`config.mk`:
```
export PLATFORM = sky130hd
export DESIGN_NAME = writeback_arbiter
export DESIGN_NICKNAME = d
export VERILOG_FILES = /design/src/rtl/wb_pkg.sv /design/src/rtl/wb_src_fifo.sv /design/src/rtl/writeback_arbiter.sv
export SDC_FILE = /design/constraint.sdc
export NUM_CORES = 1
export LEC_CHECK = 0
export BUFFER_PORTS_ARGS = -buffer_cell sky130_fd_sc_hd__buf_4
export CORE_MARGIN = 10
export CORE_UTILIZATION = 40
export DETAILED_ROUTE_END_ITERATION = 6
export HOLD_SLACK_MARGIN = 0.02
export PLACE_DENSITY = 0.69
export REMOVE_ABC_BUFFERS = 1
export SYNTH_ARGS = -nofsm -noshare
export SYNTH_HDL_FRONTEND = slang
export SYNTH_SLANG_ARGS = --single-unit
export TNS_END_PERCENT = 1
```
`constraint.sdc`:
```
create_clock -name clk -period 3.73 [get_ports clk]
set_input_delay 0.5595 -clock clk [delete_from_list [all_inputs] [get_ports clk]]
set_output_delay 0.5595 -clock clk [all_outputs]
set_load 0.05 [all_outputs]
```
`src/rtl/wb_pkg.sv`:
```
`default_nettype none
// ============================================================================
// Module      : wb_pkg
// Description : Shared types and constants for the writeback arbiter: default
//               widths, the register-file entry layout and the x0 address.
// Revision    : 1.0 - initial release
// ============================================================================
package wb_pkg;

    localparam int WB_NUM_SRC    = 2;
    localparam int WB_XLEN       = 32;
    localparam int WB_REG_ADDR_W = 5;
    localparam int WB_FIFO_DEPTH = 2;

    // Address of the hard-wired zero register; writes to it are swallowed.
    localparam int REG_ZERO = 0;

    typedef struct packed {
        logic [WB_REG_ADDR_W-1:0] addr;
        logic [WB_XLEN-1:0]       data;
    } wb_entry_t;

endpackage
`default_nettype wire

```
`src/rtl/wb_src_fifo.sv`:
```
`default_nettype none
// ============================================================================
// Module      : wb_src_fifo
// Description : Per-source result FIFO. Push is refused when full, even when
//               a pop happens in the same cycle. Flush empties it and wins
//               over concurrent push/pop.
// Revision    : 1.0 - initial release
// ============================================================================
module wb_src_fifo #(
    parameter int WIDTH = 37,
    parameter int DEPTH = 2
) (
    input  logic                       clk,
    input  logic                       reset_n,
    input  logic                       i_push,
    input  logic                       i_pop,
    input  logic                       i_flush,
    input  logic [WIDTH-1:0]           i_entry,
    output logic [WIDTH-1:0]           o_entry,
    output logic                       o_full,
    output logic                       o_empty,
    output logic [$clog2(DEPTH):0]     o_count
);

    localparam int AW = $clog2(DEPTH);
    localparam int CW = AW + 1;

    logic [WIDTH-1:0] r_mem [DEPTH];
    logic [AW-1:0]    r_wr_ptr;
    logic [AW-1:0]    r_rd_ptr;
    logic [CW-1:0]    r_count;
    logic             w_push;
    logic             w_pop;

    assign o_full  = (r_count == CW'(DEPTH));
    assign o_empty = (r_count == '0);
    assign o_count = r_count;
    assign o_entry = r_mem[r_rd_ptr];
    assign w_push  = i_push && !o_full;
    assign w_pop   = i_pop && !o_empty;

    // Pointer and occupancy bookkeeping; flush overrides any push/pop.
    always_ff @(posedge clk or negedge reset_n) begin
        if (!reset_n) begin
            r_wr_ptr <= '0;
            r_rd_ptr <= '0;
            r_count  <= '0;
        end else if (i_flush) begin
            r_wr_ptr <= '0;
            r_rd_ptr <= '0;
            r_count  <= '0;
        end else begin
            if (w_push) r_wr_ptr <= r_wr_ptr + AW'(1);
            if (w_pop)  r_rd_ptr <= r_rd_ptr + AW'(1);
            r_count <= r_count + CW'(w_push) - CW'(w_pop);
        end
    end

    // Storage array; contents are don't-care until the count covers them.
    always_ff @(posedge clk) begin
        if (w_push && !i_flush) r_mem[r_wr_ptr] <= i_entry;
    end

endmodule
`default_nettype wire

```
`src/rtl/writeback_arbiter.sv`:
```
`default_nettype none
// ============================================================================
// Module      : writeback_arbiter
// Description : Merges NUM_SRC result streams into one registered register-
//               file write port. One FIFO entry is drained per cycle; x0
//               writes are consumed without asserting reg_wr_en.
//               Build macro WB_ARB_RR_EN selects round-robin arbitration;
//               without it the lowest-index non-empty source wins.
// Revision    : 1.0 - initial release
// ============================================================================
module writeback_arbiter
    import wb_pkg::*;
#(
    parameter int NUM_SRC    = WB_NUM_SRC,
    parameter int XLEN       = WB_XLEN,
    parameter int REG_ADDR_W = WB_REG_ADDR_W,
    parameter int FIFO_DEPTH = WB_FIFO_DEPTH
) (
    input  logic                          clk,
    input  logic                          reset_n,
    input  logic                          flush,
    input  logic [NUM_SRC-1:0]            src_valid,
    output logic [NUM_SRC-1:0]            src_ready,
    input  logic [NUM_SRC*REG_ADDR_W-1:0] src_addr,
    input  logic [NUM_SRC*XLEN-1:0]       src_data,
    output logic                          reg_wr_en,
    output logic [REG_ADDR_W-1:0]         reg_wr_addr,
    output logic [XLEN-1:0]               reg_wr_data,
    output logic                          busy
);

    localparam int EW = REG_ADDR_W + XLEN;
    localparam int CW = $clog2(FIFO_DEPTH) + 1;
    localparam int PW = (NUM_SRC > 1) ? $clog2(NUM_SRC) : 1;

    logic [NUM_SRC-1:0]    w_push;
    logic [NUM_SRC-1:0]    w_pop;
    logic [NUM_SRC-1:0]    w_full;
    logic [NUM_SRC-1:0]    w_empty;
    logic [EW-1:0]         w_head [NUM_SRC];
    logic [NUM_SRC*CW-1:0] w_count;
    logic                  w_unused_count;

    logic                  w_gnt_vld;
    logic [PW-1:0]         w_gnt_idx;
    logic [EW-1:0]         w_gnt_entry;
    logic [REG_ADDR_W-1:0] w_gnt_addr;

    logic                  r_wr_en;
    logic [REG_ADDR_W-1:0] r_wr_addr;
    logic [XLEN-1:0]       r_wr_data;

    generate
        for (genvar i = 0; i < NUM_SRC; i++) begin : g_src
            assign src_ready[i] = !w_full[i];
            assign w_push[i]    = src_valid[i] && !w_full[i];
            assign w_pop[i]     = w_gnt_vld && (w_gnt_idx == PW'(i));

            wb_src_fifo #(
                .WIDTH (EW),
                .DEPTH (FIFO_DEPTH)
            ) u_fifo (
                .clk     (clk),
                .reset_n (reset_n),
                .i_push  (w_push[i]),
                .i_pop   (w_pop[i]),
                .i_flush (flush),
                .i_entry ({src_addr[i*REG_ADDR_W +: REG_ADDR_W],
                           src_data[i*XLEN +: XLEN]}),
                .o_entry (w_head[i]),
                .o_full  (w_full[i]),
                .o_empty (w_empty[i]),
                .o_count (w_count[i*CW +: CW])
            );
        end
    endgenerate

    // Occupancy is exported by the FIFO for observability only.
    assign w_unused_count = ^w_count;

    assign busy        = |(~w_empty);
    assign w_gnt_entry = w_head[w_gnt_idx];
    assign w_gnt_addr  = w_gnt_entry[EW-1 -: REG_ADDR_W];

`ifdef WB_ARB_RR_EN
    logic [PW-1:0] r_ptr;
    logic [PW-1:0] w_cand;

    // Round-robin grant: first non-empty source at or after the pointer.
    always_comb begin
        w_gnt_vld = 1'b0;
        w_gnt_idx = '0;
        w_cand    = '0;
        for (int k = 0; k < NUM_SRC; k++) begin
            w_cand = PW'((int'(r_ptr) + k) % NUM_SRC);
            if (!w_gnt_vld && !w_empty[w_cand]) begin
                w_gnt_vld = 1'b1;
                w_gnt_idx = w_cand;
            end
        end
    end

    // Pointer advances past the granted source; flush restarts at source 0.
    always_ff @(posedge clk or negedge reset_n) begin
        if (!reset_n) begin
            r_ptr <= '0;
        end else if (flush) begin
            r_ptr <= '0;
        end else if (w_gnt_vld) begin
            r_ptr <= (w_gnt_idx == PW'(NUM_SRC - 1)) ? '0 : w_gnt_idx + PW'(1);
        end
    end
`else
    // Fixed-priority grant: lowest-index non-empty source wins.
    always_comb begin
        w_gnt_vld = 1'b0;
        w_gnt_idx = '0;
        for (int k = NUM_SRC - 1; k >= 0; k--) begin
            if (!w_empty[k]) begin
                w_gnt_vld = 1'b1;
                w_gnt_idx = PW'(k);
            end
        end
    end
`endif

    // Registered write port; address/data hold when nothing is granted.
    always_ff @(posedge clk or negedge reset_n) begin
        if (!reset_n) begin
            r_wr_en   <= 1'b0;
            r_wr_addr <= '0;
            r_wr_data <= '0;
        end else if (flush) begin
            r_wr_en   <= 1'b0;
        end else if (w_gnt_vld) begin
            r_wr_en   <= (w_gnt_addr != REG_ADDR_W'(REG_ZERO));
            r_wr_addr <= w_gnt_addr;
            r_wr_data <= w_gnt_entry[XLEN-1:0];
        end else begin
            r_wr_en   <= 1'b0;
        end
    end

    assign reg_wr_en   = r_wr_en;
    assign reg_wr_addr = r_wr_addr;
    assign reg_wr_data = r_wr_data;

endmodule
`default_nettype wire

```
# Yosys cells after proc, flatten, opt, wreduce, memory -nomap -nowiden
# Memories as Yosys holds them, arrays and structs flattened.
# Cells that the tools add are included.
# Widths: inputs -> output; s select.
# totals
regBits,46
mem_bits_rw,148
in_bits,79
output_inout_bits,41
word_cells,72
memories,2
# op_classes
addsub,8
magnitude_cmp,1
eq_ne,2
mux,22
bitwise_logic,4
n_reduce_logical,24
# mem_list
name,depth,word_bits,read_ports,rd_ports_with_merged_regs,wr,line,source
g_src[0].u_fifo.r_mem,2,37,1,0,1,wb_src_fifo.sv:28,logic [WIDTH-1:0] r_mem [DEPTH];
g_src[1].u_fifo.r_mem,2,37,1,0,1,wb_src_fifo.sv:28,
# op_table
cell,count
$mux 37,3
$mux 1,17
$logic_and 1x1->1,10
$reduce_bool 2->1,4
$logic_not 1->1,5
$reduce_bool 5->1,1
$add 1x1->1 const B,4
$add 2x1->2,2
$eq 2x2->1 const B,2
$logic_not 2->1,2
$mux 2,2
$sub 2x1->2,2
$ge 2x2->1 const B,1
$not 1->1,2
$not 1->2,1
$not 2->2,1
$reduce_and 2->1,1
$reduce_or 2->1,1

# Depth between registers and ports, before layout
# depth
word_depth,10
depth_mapped,10
ltp_nobuf,9

# By module
# Synthesis repeated with hierarchy kept, for this count alone.
# unflattened
hier_cells,496
area_unflattened_um2,7806.2
# by_module_without_submodules
mod,instances,cells_per_inst,area_per_inst_um2,seq_area_each_um2
wb_src_fifo,2,140,3009.1,2322.2
writeback_arbiter,1,216,1788.0,950.9

# Worst setup path before layout
# No wires, ideal clock.
# synth_path
kind,register to register
from,register g_src[0].u_fifo.r_count[0]
to,"memory g_src[0].u_fifo.r_mem[1][0], enable pin"
setup_ns,0.486
arrival_ns,3.845
required_time_ns,3.244
slack_ns,-0.601
stages_incl_launch_ff,4
period_less_slack_ns,4.331
cell_sequence,dfrtp_1 > nand2b_1 > nand2_1 > nor3b_1
# synth_via
elab_chain_len,7
# synth_rtl
item,line,source
start: declaration,wb_src_fifo.sv:31,logic [CW-1:0] r_count;
start signal: assignment,wb_src_fifo.sv:55,r_count <= r_count + CW'(w_push) - CW'(w_pop);
$eq 2x2->1 (*),wb_src_fifo.sv:35,assign o_full = (r_count == CW'(DEPTH));
$logic_not 1->1 (*),n/a,
via src_ready[0],writeback_arbiter.sv:23,"output logic [NUM_SRC-1:0] src_ready,"
$logic_and 1x1->1,writeback_arbiter.sv:56,assign w_push[i] = src_valid[i] && !w_full[i];
$logic_and 1x1->1 (*),wb_src_fifo.sv:39,assign w_push = i_push && !o_full;
$logic_and 1x1->1 (*),wb_src_fifo.sv:61,if (w_push && !i_flush) r_mem[r_wr_ptr] <= i_entry;
$mux 1 (*),wb_src_fifo.sv:61,
$mux 1 (implied by the code) (*),wb_src_fifo.sv:61,
end: declaration,wb_src_fifo.sv:28,
# The timed path passes the listed nets; every way through them passes the cells marked *.

# Final worst setup path
# layout_path
from,register g_src[0].u_fifo.r_count[0]
to,register g_src[1].u_fifo.r_count[1]
# layout_via
elab_chain_len,6
# layout_rtl
item,line,source
$logic_not 2->1 (*),wb_src_fifo.sv:36,assign o_empty = (r_count == '0);
$mux 1,writeback_arbiter.sv:119,if (!w_empty[k]) begin
$logic_and 1x1->1 (*),writeback_arbiter.sv:57,assign w_pop[i] = w_gnt_vld && (w_gnt_idx == PW'(i));
$logic_and 1x1->1 (*),wb_src_fifo.sv:40,assign w_pop = i_pop && !o_empty;
$sub 2x1->2 (*),wb_src_fifo.sv:55,
$mux 2 (*),wb_src_fifo.sv:48,end else if (i_flush) begin
end signal: assignment,wb_src_fifo.sv:55,
end: declaration,wb_src_fifo.sv:31,
# Every way passes the cells marked *; elsewhere a longest branch is shown, timed or not.
# A chain may end at the register's enable or synchronous reset.

==> flow_summary.toml <==
[worst_setup_path]
critical_path_arrival_ps = 2840
crit_family = "buffers and inverters"
startpoint = "g_src[0].u_fifo.o_count[0]"
cp_cell_sequence = "nor2_4, nand2_4, inv_4, ha_1, inv_1, ha_1, xor2_1, xnor2_1, nor2_1"
crit_buf_inv = 2
max_stage_delay_ps = 530
start_kind = "register"
worst_path_most_repeated_cell = "ha_1"
worst_path_max_delay_cell = "inv_4"
r2r-start = "g_src[0].u_fifo.o_count[0]"
critPathMaxFanout = 36
worstPathRequired_ps = 4050
crit_type = "register to register"
reg2reg_depth = 9
end_kind = "register"
cp.depth = 9

[cts]
clkSlewWorstSetupHoldPaths_ps = 70
cts_tree = "built"
ctsLongestPathBuffers = 2
clock_latency_ps = 430
cts_hold_buf = 0
post-cts-setup-buffers = 0
post_cts_resized = 0
clkSinkCount = 194
clockRootBuffer = "clkbuf_16"
cts_buffers = 17
htreeDepth = 4

[routing]
drcViolationCount = 0
first_pass_iters = 4
vias_per_cell = 5.13
wire_per_inst_um = 20.1
final_antenna_net_count = 0
via_count = 4357
wl_um = 17100
first_iter_violations = 281

[job]
maxCapViolCount = 0

[synthesis]
synth_ff_type = "edfxtp_1"
synth_compound_area_share_pct = 12.9
synthDominantCellAreaShare_pct = 58.0
netlist_top_cells_count = "edfxtp_1 (148), nor2b_1 (62), a211oi_1 (46), dfrtp_1 (46), nand2_1 (43)"
netlist-cell-type-count = 37
synthXorXnorAreaFrac_pct = 0.685
synth_top_family_by_area = "compound AO/OA/AOI/OAI gates"
synth_fa_ha_area_share_pct = 0.326
yosysTopAreaCell = "edfxtp_1"
synth.avg_cell_area_um2 = 15.7
synth_cells = 489
synth_mux_area_share_pct = 1.35
synth_edf_count = 148
synth_simple_gate_area_share_pct = 8.94
yosysWarnings = 0
synth-seq-cells = 194
synth-async-reset-ratio_pct = 23.7
syn_area_um2 = 7670
seq_area_frac_synth_pct = 73.0
yosys-top-cells-area = "edfxtp_1 (58%), dfrtp_1 (15%), nor2b_1 (5.1%)"
synth_most_common_cell = "edfxtp_1"

[floorplan]
start_util_pct = 40.8
die_x_um = 158
core_area_um2 = 18800
die_y_um = 158
num_rows = 50
io-pin-count = 120
dieArea_um2 = 25100

[sta]
rsz0062_at_grt = "no"
hold_viol_final = 0
slew_headroom_pct = 39.9
fmax_ghz = 0.396
setup_ws_ps = 1210
min_period_ps = 2520
tightest_slew_ps = 897
finalSetupViolCount = 0
clock_skew_ps = 10.1
post-route-period-util_pct = 67.6
final-max-slew-violation-count = 0

[grt]
grt_usage_pct = 13.8
antenna_found_initial = 1
grt_pass1_wl_um = 25900
grt_pass1_vias = 4783
grt_max_degree = 76
overflow = 0

[final_layout]
post_layout_nonfiller_instances = 850
nets = 684
stdcell_area_um2 = 9460
diodes = 0
area_growth_syn_to_layout_pct = 23.4
drive_above_1_share_pct = 33.9

[power_and_ir_drop]
ir_drop_mv = 0.373
leakage_nw = 3.51
power-per-cell-area_nw_per_um2 = 770

[place]
dp_worst_setup_slack_ps = 1180
port_buffers = 119
dpl_cell_area_um2 = 8760
globalplace.congestion = 0.751
dp_hpwl_um = 11100
dp_cells = 818

[outcome]
outcome = "finished, final reports clean"

[hold_path]
hp-class = "input pin to asynchronous set/reset pin"
## logic make-up after synthesis
kind of cell | count (synthesis)
flip-flops | 194
AO/OA/AOI/OAI | 113
adder cells (fa/ha/maj) | 2
AND/OR/NAND/NOR | 127
XOR/XNOR | 6
buffers and inverters | 37
multiplexers | 10
## layout by cell type (no fill, tap or decap), types with 15 or more instances in the layout
master,Yosys,layout
a211oi_1,46,46
a211oi_2,18,18
buf_4,2,126
clkbuf_16,0,18
dfrtp_1,46,44
edfxtp_1,148,148
nand2_1,43,43
nor2b_1,62,62
o31ai_1,15,15
o31ai_2,17,17
## layout make-up
type | count | area (um2)
Fill cell | 1570 | 9310
Sequential cell | 194 | 5600
Multi-Input combinational cell | 258 | 1880
Timing Repair Buffer | 127 | 966
Clock buffer | 18 | 450
Tap cell | 234 | 293
Clock inverter | 14 | 244
Inverter | 5 | 21.3
## registers in the layout, indices dropped and copies added (netlist names)
signal                 count
g_src.u_fifo.r_mem       148
reg_wr_data               32
reg_wr_addr                5
g_src.u_fifo.o_count       4
g_src.u_fifo.r_rd_ptr      2
g_src.u_fifo.r_wr_ptr      2
reg_wr_en                  1
## power breakdown
group          switching, mW  internal [mW]  total (mW)
combinational           1.52          0.729        2.25
sequential             0.264           2.66        2.92
clock                  0.803           1.31        2.11
## metal layers
layer | vias up | routed length (um) | global-route usage, %
li1 | 2067 | - | -
met5 | - | 0 | 0
met3 | 19 | 989 | 4.64
met4 | 0 | 259 | 4.50
met2 | 108 | 8550 | 23.5
met1 | 2163 | 7310 | 16.1
## worst paths after layout
check / slack (ps) / endpoint
max in group asynchronous: 3050 / g_src[0].u_fifo.r_rd_ptr
max reg2reg: 1210 / g_src[1].u_fifo.o_count[1]
min in group clk: 310 / g_src[0].u_fifo.r_mem[1][16]
max: 1210 / g_src[1].u_fifo.o_count[1]
min: 160 / reg_wr_addr[2]
min reg2reg: 490 / reg_wr_data[5]
## worst reg2reg max path: stages, from the launching register on
cell and delay, ps:
dfrtp_1 430, nor2_4 220, nand2_4 310, inv_4 550, ha_1 350, inv_1 60, ha_1 150, xor2_1 170
xnor2_1 140, nor2_1 50
## metrics by stage
step                utilization (%)  power (mW)  TNS (ps)  hold slack (ps)
global placement               46.7        5.19         0              473
global route                   50.4        7.62         0              195
CTS                            50.4        7.36         0              181
detailed placement             46.7        5.25         0              480
finish                         50.4        7.28         0              159
floorplan                         -        4.45    -70740              264
Note: power is estimated with default switching activity, not from simulation.
